### src/rtl/axi_lite_regbank.sv
// AXI4-Lite CSR slave: NUM_REGS byte-strobed registers, optional read-only status mapping,
// independent AW/W capture with a one-deep hold per channel.
module axi_lite_regbank #(
    parameter int unsigned             ADDR_WIDTH   = 32,
    parameter int unsigned             DATA_WIDTH   = 32,
    parameter int unsigned             STROBE_WIDTH = DATA_WIDTH / 8,
    parameter int unsigned             NUM_REGS     = 8,
    parameter logic [NUM_REGS-1:0]     RO_MASK      = '0,
    parameter logic [DATA_WIDTH-1:0]   RESET_VALUE  = '0
) (
    input  logic                           clk,
    input  logic                           rst_n,
    input  logic                           i_awvalid,
    input  logic [ADDR_WIDTH-1:0]          i_awaddr,
    output logic                           o_awready,
    input  logic                           i_wvalid,
    output logic                           o_wready,
    input  logic [STROBE_WIDTH-1:0]        i_wstrb,
    input  logic [DATA_WIDTH-1:0]          i_wdata,
    output logic                           o_bvalid,
    input  logic                           i_bready,
    output logic [1:0]                     o_bresp,
    input  logic                           i_arvalid,
    output logic                           o_arready,
    input  logic [ADDR_WIDTH-1:0]          i_araddr,
    output logic                           o_rvalid,
    input  logic                           i_rready,
    output logic [1:0]                     o_rresp,
    output logic [DATA_WIDTH-1:0]          o_rdata,
    output logic [NUM_REGS*DATA_WIDTH-1:0] o_regs,
    input  logic [NUM_REGS*DATA_WIDTH-1:0] i_status,
    output logic [NUM_REGS-1:0]            o_wr_pulse
);

    localparam int unsigned OFF_W = $clog2(STROBE_WIDTH);
    localparam int unsigned IDX_W = (NUM_REGS > 1) ? $clog2(NUM_REGS) : 1;

    localparam logic [1:0] RESP_OKAY   = 2'b00;
    localparam logic [1:0] RESP_SLVERR = 2'b10;
    localparam logic [1:0] RESP_DECERR = 2'b11;

    // Upper address bits take part in the range check, so compare the full word index.
    function automatic logic addr_in_range(input logic [ADDR_WIDTH-1:0] a);
        return (a >> OFF_W) < ADDR_WIDTH'(NUM_REGS);
    endfunction

    function automatic logic [IDX_W-1:0] addr_idx(input logic [ADDR_WIDTH-1:0] a);
        return IDX_W'(a >> OFF_W);
    endfunction

    logic                    aw_held_q, aw_held_d;
    logic [ADDR_WIDTH-1:0]   aw_addr_q, aw_addr_d;
    logic                    w_held_q, w_held_d;
    logic [DATA_WIDTH-1:0]   w_data_q, w_data_d;
    logic [STROBE_WIDTH-1:0] w_strb_q, w_strb_d;
    logic                    bvalid_q, bvalid_d;
    logic [1:0]              bresp_q, bresp_d;
    logic [NUM_REGS-1:0]     wr_pulse_q, wr_pulse_d;
    logic                    rvalid_q, rvalid_d;
    logic [1:0]              rresp_q, rresp_d;
    logic [DATA_WIDTH-1:0]   rdata_q, rdata_d;
    logic [DATA_WIDTH-1:0]   regs_q [NUM_REGS];
    logic [DATA_WIDTH-1:0]   regs_d [NUM_REGS];
    logic [DATA_WIDTH-1:0]   status_w [NUM_REGS];

    logic             aw_fire, w_fire, ar_fire, commit;
    logic [IDX_W-1:0] w_idx, r_idx;
    logic             w_in_range, r_in_range;

    for (genvar g = 0; g < NUM_REGS; g++) begin : g_flat
        assign o_regs[g*DATA_WIDTH +: DATA_WIDTH] = regs_q[g];
        assign status_w[g] = i_status[g*DATA_WIDTH +: DATA_WIDTH];
    end

    assign o_awready  = ~aw_held_q;
    assign o_wready   = ~w_held_q;
    assign o_arready  = ~rvalid_q;
    assign o_bvalid   = bvalid_q;
    assign o_bresp    = bresp_q;
    assign o_rvalid   = rvalid_q;
    assign o_rresp    = rresp_q;
    assign o_rdata    = rdata_q;
    assign o_wr_pulse = wr_pulse_q;

    always_comb begin
        aw_held_d  = aw_held_q;
        aw_addr_d  = aw_addr_q;
        w_held_d   = w_held_q;
        w_data_d   = w_data_q;
        w_strb_d   = w_strb_q;
        bvalid_d   = bvalid_q;
        bresp_d    = bresp_q;
        wr_pulse_d = '0;
        rvalid_d   = rvalid_q;
        rresp_d    = rresp_q;
        rdata_d    = rdata_q;
        regs_d     = regs_q;

        aw_fire    = i_awvalid & ~aw_held_q;
        w_fire     = i_wvalid & ~w_held_q;
        ar_fire    = i_arvalid & ~rvalid_q;
        commit     = aw_held_q & w_held_q & ~bvalid_q;
        w_idx      = addr_idx(aw_addr_q);
        w_in_range = addr_in_range(aw_addr_q);
        r_idx      = addr_idx(i_araddr);
        r_in_range = addr_in_range(i_araddr);

        if (aw_fire) begin
            aw_held_d = 1'b1;
            aw_addr_d = i_awaddr;
        end
        if (w_fire) begin
            w_held_d = 1'b1;
            w_data_d = i_wdata;
            w_strb_d = i_wstrb;
        end
        if (bvalid_q && i_bready) begin
            bvalid_d = 1'b0;
        end

        // Commit only with the B channel free; holds may already be refilling meanwhile.
        if (commit) begin
            aw_held_d = 1'b0;
            w_held_d  = 1'b0;
            bvalid_d  = 1'b1;
            if (!w_in_range) begin
                bresp_d = RESP_DECERR;
            end else if (RO_MASK[w_idx]) begin
                bresp_d = RESP_SLVERR;
            end else begin
                bresp_d           = RESP_OKAY;
                wr_pulse_d[w_idx] = 1'b1;
                for (int b = 0; b < STROBE_WIDTH; b++) begin
                    if (w_strb_q[b]) begin
                        regs_d[w_idx][b*8 +: 8] = w_data_q[b*8 +: 8];
                    end
                end
            end
        end

        if (rvalid_q && i_rready) begin
            rvalid_d = 1'b0;
        end
        // Read samples regs_q, so a same-edge commit is seen as the old value.
        if (ar_fire) begin
            rvalid_d = 1'b1;
            if (!r_in_range) begin
                rresp_d = RESP_DECERR;
                rdata_d = '0;
            end else begin
                rresp_d = RESP_OKAY;
                rdata_d = RO_MASK[r_idx] ? status_w[r_idx] : regs_q[r_idx];
            end
        end
    end

    always_ff @(posedge clk or negedge rst_n) begin
        if (!rst_n) begin
            aw_held_q  <= 1'b0;
            aw_addr_q  <= '0;
            w_held_q   <= 1'b0;
            w_data_q   <= '0;
            w_strb_q   <= '0;
            bvalid_q   <= 1'b0;
            bresp_q    <= '0;
            wr_pulse_q <= '0;
            rvalid_q   <= 1'b0;
            rresp_q    <= '0;
            rdata_q    <= '0;
            for (int i = 0; i < NUM_REGS; i++) begin
                regs_q[i] <= RESET_VALUE;
            end
        end else begin
            aw_held_q  <= aw_held_d;
            aw_addr_q  <= aw_addr_d;
            w_held_q   <= w_held_d;
            w_data_q   <= w_data_d;
            w_strb_q   <= w_strb_d;
            bvalid_q   <= bvalid_d;
            bresp_q    <= bresp_d;
            wr_pulse_q <= wr_pulse_d;
            rvalid_q   <= rvalid_d;
            rresp_q    <= rresp_d;
            rdata_q    <= rdata_d;
            for (int i = 0; i < NUM_REGS; i++) begin
                regs_q[i] <= regs_d[i];
            end
        end
    end

endmodule

### config.mk
export PLATFORM = sky130hd
export DESIGN_NAME = axi_lite_regbank
export DESIGN_NICKNAME = d
export VERILOG_FILES = /design/src/rtl/axi_lite_regbank.sv
export SDC_FILE = /design/constraint.sdc
export NUM_CORES = 1
export LEC_CHECK = 0
export ABC_AREA = 0
export BUFFER_PORTS_ARGS = -buffer_cell sky130_fd_sc_hd__buf_2
export CAP_MARGIN = 10
export CORE_AREA = 2 2 262 264
export CTS_CLUSTER_SIZE = 30
export DETAILED_ROUTE_END_ITERATION = 8
export DIE_AREA = 0 0 264 266
export GPL_TIMING_DRIVEN = 0
export HOLD_SLACK_MARGIN = 0.15
export PLACE_DENSITY = 0.44
export SYNTH_ARGS = -nofsm -noshare
export SYNTH_HDL_FRONTEND = slang
export SYNTH_SLANG_ARGS = --single-unit
### constraint.sdc
create_clock -name clk -period 3.8 [get_ports clk]
set_input_delay 0.38 -clock clk [delete_from_list [all_inputs] [get_ports clk]]
set_output_delay 0.38 -clock clk [all_outputs]
set_load 0.01 [all_outputs]
==> impl_metrics.yaml <==
synth:
  synth_top_family_by_area: "multiplexers"
  syn-num-nets: 1348
  synth_edf_count: 0
  synth_seq_cells: 368
  synth-simple-area-share_pct: 6.51
  yosysTopAreaCell: "dfrtp_1"
  ys_warn_count: 0
  ys_top_cells_by_area: "dfrtp_1 57%, mux2_2 21%, mux4_2 9.0%, nor4_4 4.2%, mux2i_1 2.0%"
  synthArstFlopShare_pct: 100
  syn_area_sq_um: 16100
  synth_fa_ha_area_share_pct: 0
  synth_top_area_share_pct: 57.2
  ys_types: 27
  muxShareOfSynthArea_pct: 33.6
  synth_xor_area_share_pct: 0
  syn_area_per_cell_sq_um: 16.3
  synth_compound_area_share_pct: 1.27
  ys.flop_type: "dfrtp_1"
  synth_seq_area_share_pct: 57.2
  synthCells: 985
pwr:
  power_density_nw_per_um2: 483
  ir_worst_vdd_mv: 0.356
  p_comb_share_pct: 13.8
  power_frac_seq_pct: 46.5
  power_leakage_nw: 11.0
  p_sw_mw: 3.11
  clock_power_share_pct: 39.7
  swShare_pct: 29.7
  intPower_mw: 7.37
global_routing:
  antenna_found_initial: 2
  grtUsageTotal_pct: 17.0
  grt_pass1_vias: 11900
  grt-ovfl-total: 0
  grt_pass1_wl_microns: 86600
  grt_max_degree: 105
sta:
  rsz0062_at_grt: "no"
  fin_setup_tns_ns: 0
  hold_viol: 0
  final-setup-viol-count: 0
  period_needed_ns: 3.62
  report.final.slew_viol_count: 0
  worstMarginPinSlew_ns: 1.16
  timing.fmax_ghz: 0.276
  finalCritPeriodShare_pct: 95.2
  relSlewSlack_pct: 22.9
  finalClockSkew_ns: 0.0207
placement:
  dp_cells: 2277
  gp_congestion: 0.769
  placed_cell_area_sq_um: 19400
  io_buffers: 404
  hpwl_microns: 42600
cells_and_area:
  drive_above_1_share_pct: 57.4
  fin_cells: 2435
  nets: 1885
  fin_util_pct: 32.0
  final_area_sq_um: 21700
  area_growth_pct: 34.6
setup_path:
  path_cells: "nor4_1, nand4_1, buf_1, buf_16, nor4_4, mux2_2"
  setup.worst_path.start: "aw_addr_q[20]$_DFFE_PN0P_"
  crit_end: "o_regs[136]$_DFFE_PN0P_"
  critical_path.top_delay_family: "simple AND/OR/NAND/NOR gates"
  cp_slowest_cell: "nor4_4"
  cp.required_ns: 4.24
  r2r_start: "aw_addr_q[20]$_DFFE_PN0P_"
  r2r_slack_ns: 0.18
  cp_slowest_stage_delay_ns: 0.88
  r2r_end: "o_regs[136]$_DFFE_PN0P_"
  path_buf_inv: 2
  worstRegToRegCells: 6
  crit_path_end_kind: "register"
  path_depth: 6
  timing.critical_path.from_type: "register"
  crit_type: "register to register"
  critPathArrivalTime_ns: 4.06
  cp_max_fo: 8
clock_network:
  clkLatencyLatePin_ns: 0.57
  numClockSinks: 368
  root_buffer: "clkbuf_16"
  htreeDepth: 2
  cts_resized: 0
  cts_inserted_buffers: 44
  clock_path_buffers: 3
  clkTransAtPathRegs_ns: 0.06
  cts_tree: "done"
floorplanning:
  core_sq_um: 67700
  rows: 96
  pin_count: 668
  die_h_microns: 266
  die_w_microns: 264
  dieArea_sq_um: 70200
  start_util_pct: 23.8
detailed_routing:
  drtIter0Drc: 510
  drc: 0
  wl_microns: 60200
  vias: 11100
  post_drt_wl_per_cell_microns: 24.7
  ant_nets: 0
  avgViaCountPerCell: 4.54
  firstDrtPassIters: 5
status:
  status: "complete, no violations"
worst_hold_path:
  hold_path_class: "input port to async pin"
job:
  max-cap-violations: 0
==> placed cells by master (no fill, tap or decap), types with 32 or more instances in the layout <==
| master | Yosys | final |
|---|---|---|
| buf_2 | 0 | 403 |
| dfrtp_1 | 368 | 368 |
| mux2_2 | 298 | 298 |
| dlygate4sd3_1 | 0 | 71 |
| mux4_2 | 64 | 64 |
| clkbuf_16 | 0 | 45 |
| nand2_1 | 44 | 44 |
| clkbuf_1 | 24 | 39 |
| o21ai_0 | 35 | 35 |
| mux2i_1 | 32 | 32 |
| nor4_4 | 32 | 32 |
==> logic make-up after synthesis <==
| logic type | after synthesis |
|---|---|
| muxes | 417 |
| DFF | 368 |
| and+or+nand+nor | 109 |
| buffers and inverters | 52 |
| AOI/OAI and AO/OA | 39 |
==> metal layers <==
layer | GRT usage (%) | wire length, microns | vias up
met1 | 22.8 | 26900 | 5800
met4 | 3.79 | 1040 | 0
li1 | - | - | 4795
met2 | 26.1 | 26700 | 408
met5 | 0 | 0 | -
met3 | 6.28 | 5540 | 59
==> cell type report <==
class                           instances  area [sq um]
Antenna cell                            2          5.00
Buffer                                 45           208
Clock buffer                           68          1290
Clock inverter                          7          95.1
Fill cell                            6847         46100
Inverter                                7          26.3
Multi-Input combinational cell        565          6660
Sequential cell                       368          9210
Tap cell                              882          1100
Timing Repair Buffer                  491          3080
==> synth_stat cells (4+ instances only) <==
master / count
dfrtp_1: 368
mux2_2: 298
mux4_2: 64
buf_1: 15
clkbuf_1: 24
o21ai_0: 35
nor3_1: 9
nand2_1: 44
buf_4: 4
mux2_1: 15
nor4_1: 9
or4_1: 5
mux2i_1: 32
mux2_4: 8
nor4_4: 32
inv_1: 6
==> repair_timing <==
| action | CTS | global route |
|---|---|---|
| hold buffers | 71 | 0 |
| setup buffers | 4 | 0 |
| endpoints found under the hold margin | 138 | 0 |
| setup endpoints to repair | 63 | 40 |
| pin swaps | 8 | 5 |
==> how the worst min path moves through the flow <==
| stage | start | endpoint | slack, ns | depth (start not counted) |
|---|---|---|---|---|
| after floorplan | rst_n | aw_addr_q[10]$_DFFE_PN0P_ | 0.08 | 0 |
| after global placement | o_rdata[27]$_DFFE_PN0P_ | o_rdata[27]$_DFFE_PN0P_ | 0.46 | 2 |
| after detailed placement | rst_n | o_regs[76]$_DFFE_PN0P_ | 0.39 | 1 |
| after CTS | i_arvalid | o_rdata[0]$_DFFE_PN0P_ | 0.35 | 4 |
| after global routing | rst_n | o_regs[76]$_DFFE_PN0P_ | 0.41 | 2 |
| final | rst_n | o_regs[44]$_DFFE_PN0P_ | 0.39 | 2 |
==> stage by stage <==
stage | hold WS (ns) | power, mW | worst slack [ns]
6_report | 0.388 | 10.5 | 0.183
3_3_place_gp | 0.460 | 6.24 | -5.38
3_5_place_dp | 0.393 | 6.32 | -0.141
2_1_floorplan | 0.0844 | 5.58 | 1.06
4_1_cts | 0.353 | 10.6 | 0.0248
5_1_grt | 0.408 | 11.0 | 0.0112
==> sequential cells by signal (all words and copies together) (netlist names) <==
signal,flops
w_data_q,32
o_rresp,1
o_bresp,1
o_wr_pulse,8
w_held_q,1
aw_addr_q,30
w_strb_q,4
o_rdata,32
o_regs,256
o_rvalid,1
o_bvalid,1
aw_held_q,1
==> power by group through the flow <==
| stage | registers, mW | logic, mW | clock network (mW) |
|---|---|---|---|
| floorplan | 4.68 | 0.900 | 0 |
| finish | 4.87 | 1.45 | 4.16 |
| CTS | 4.86 | 1.46 | 4.29 |
| global route | 4.95 | 1.58 | 4.46 |
| global placement | 4.92 | 1.32 | 0 |
| detailed placement | 4.93 | 1.39 | 0 |
No activity file was read; power rests on OpenSTA's default activity.
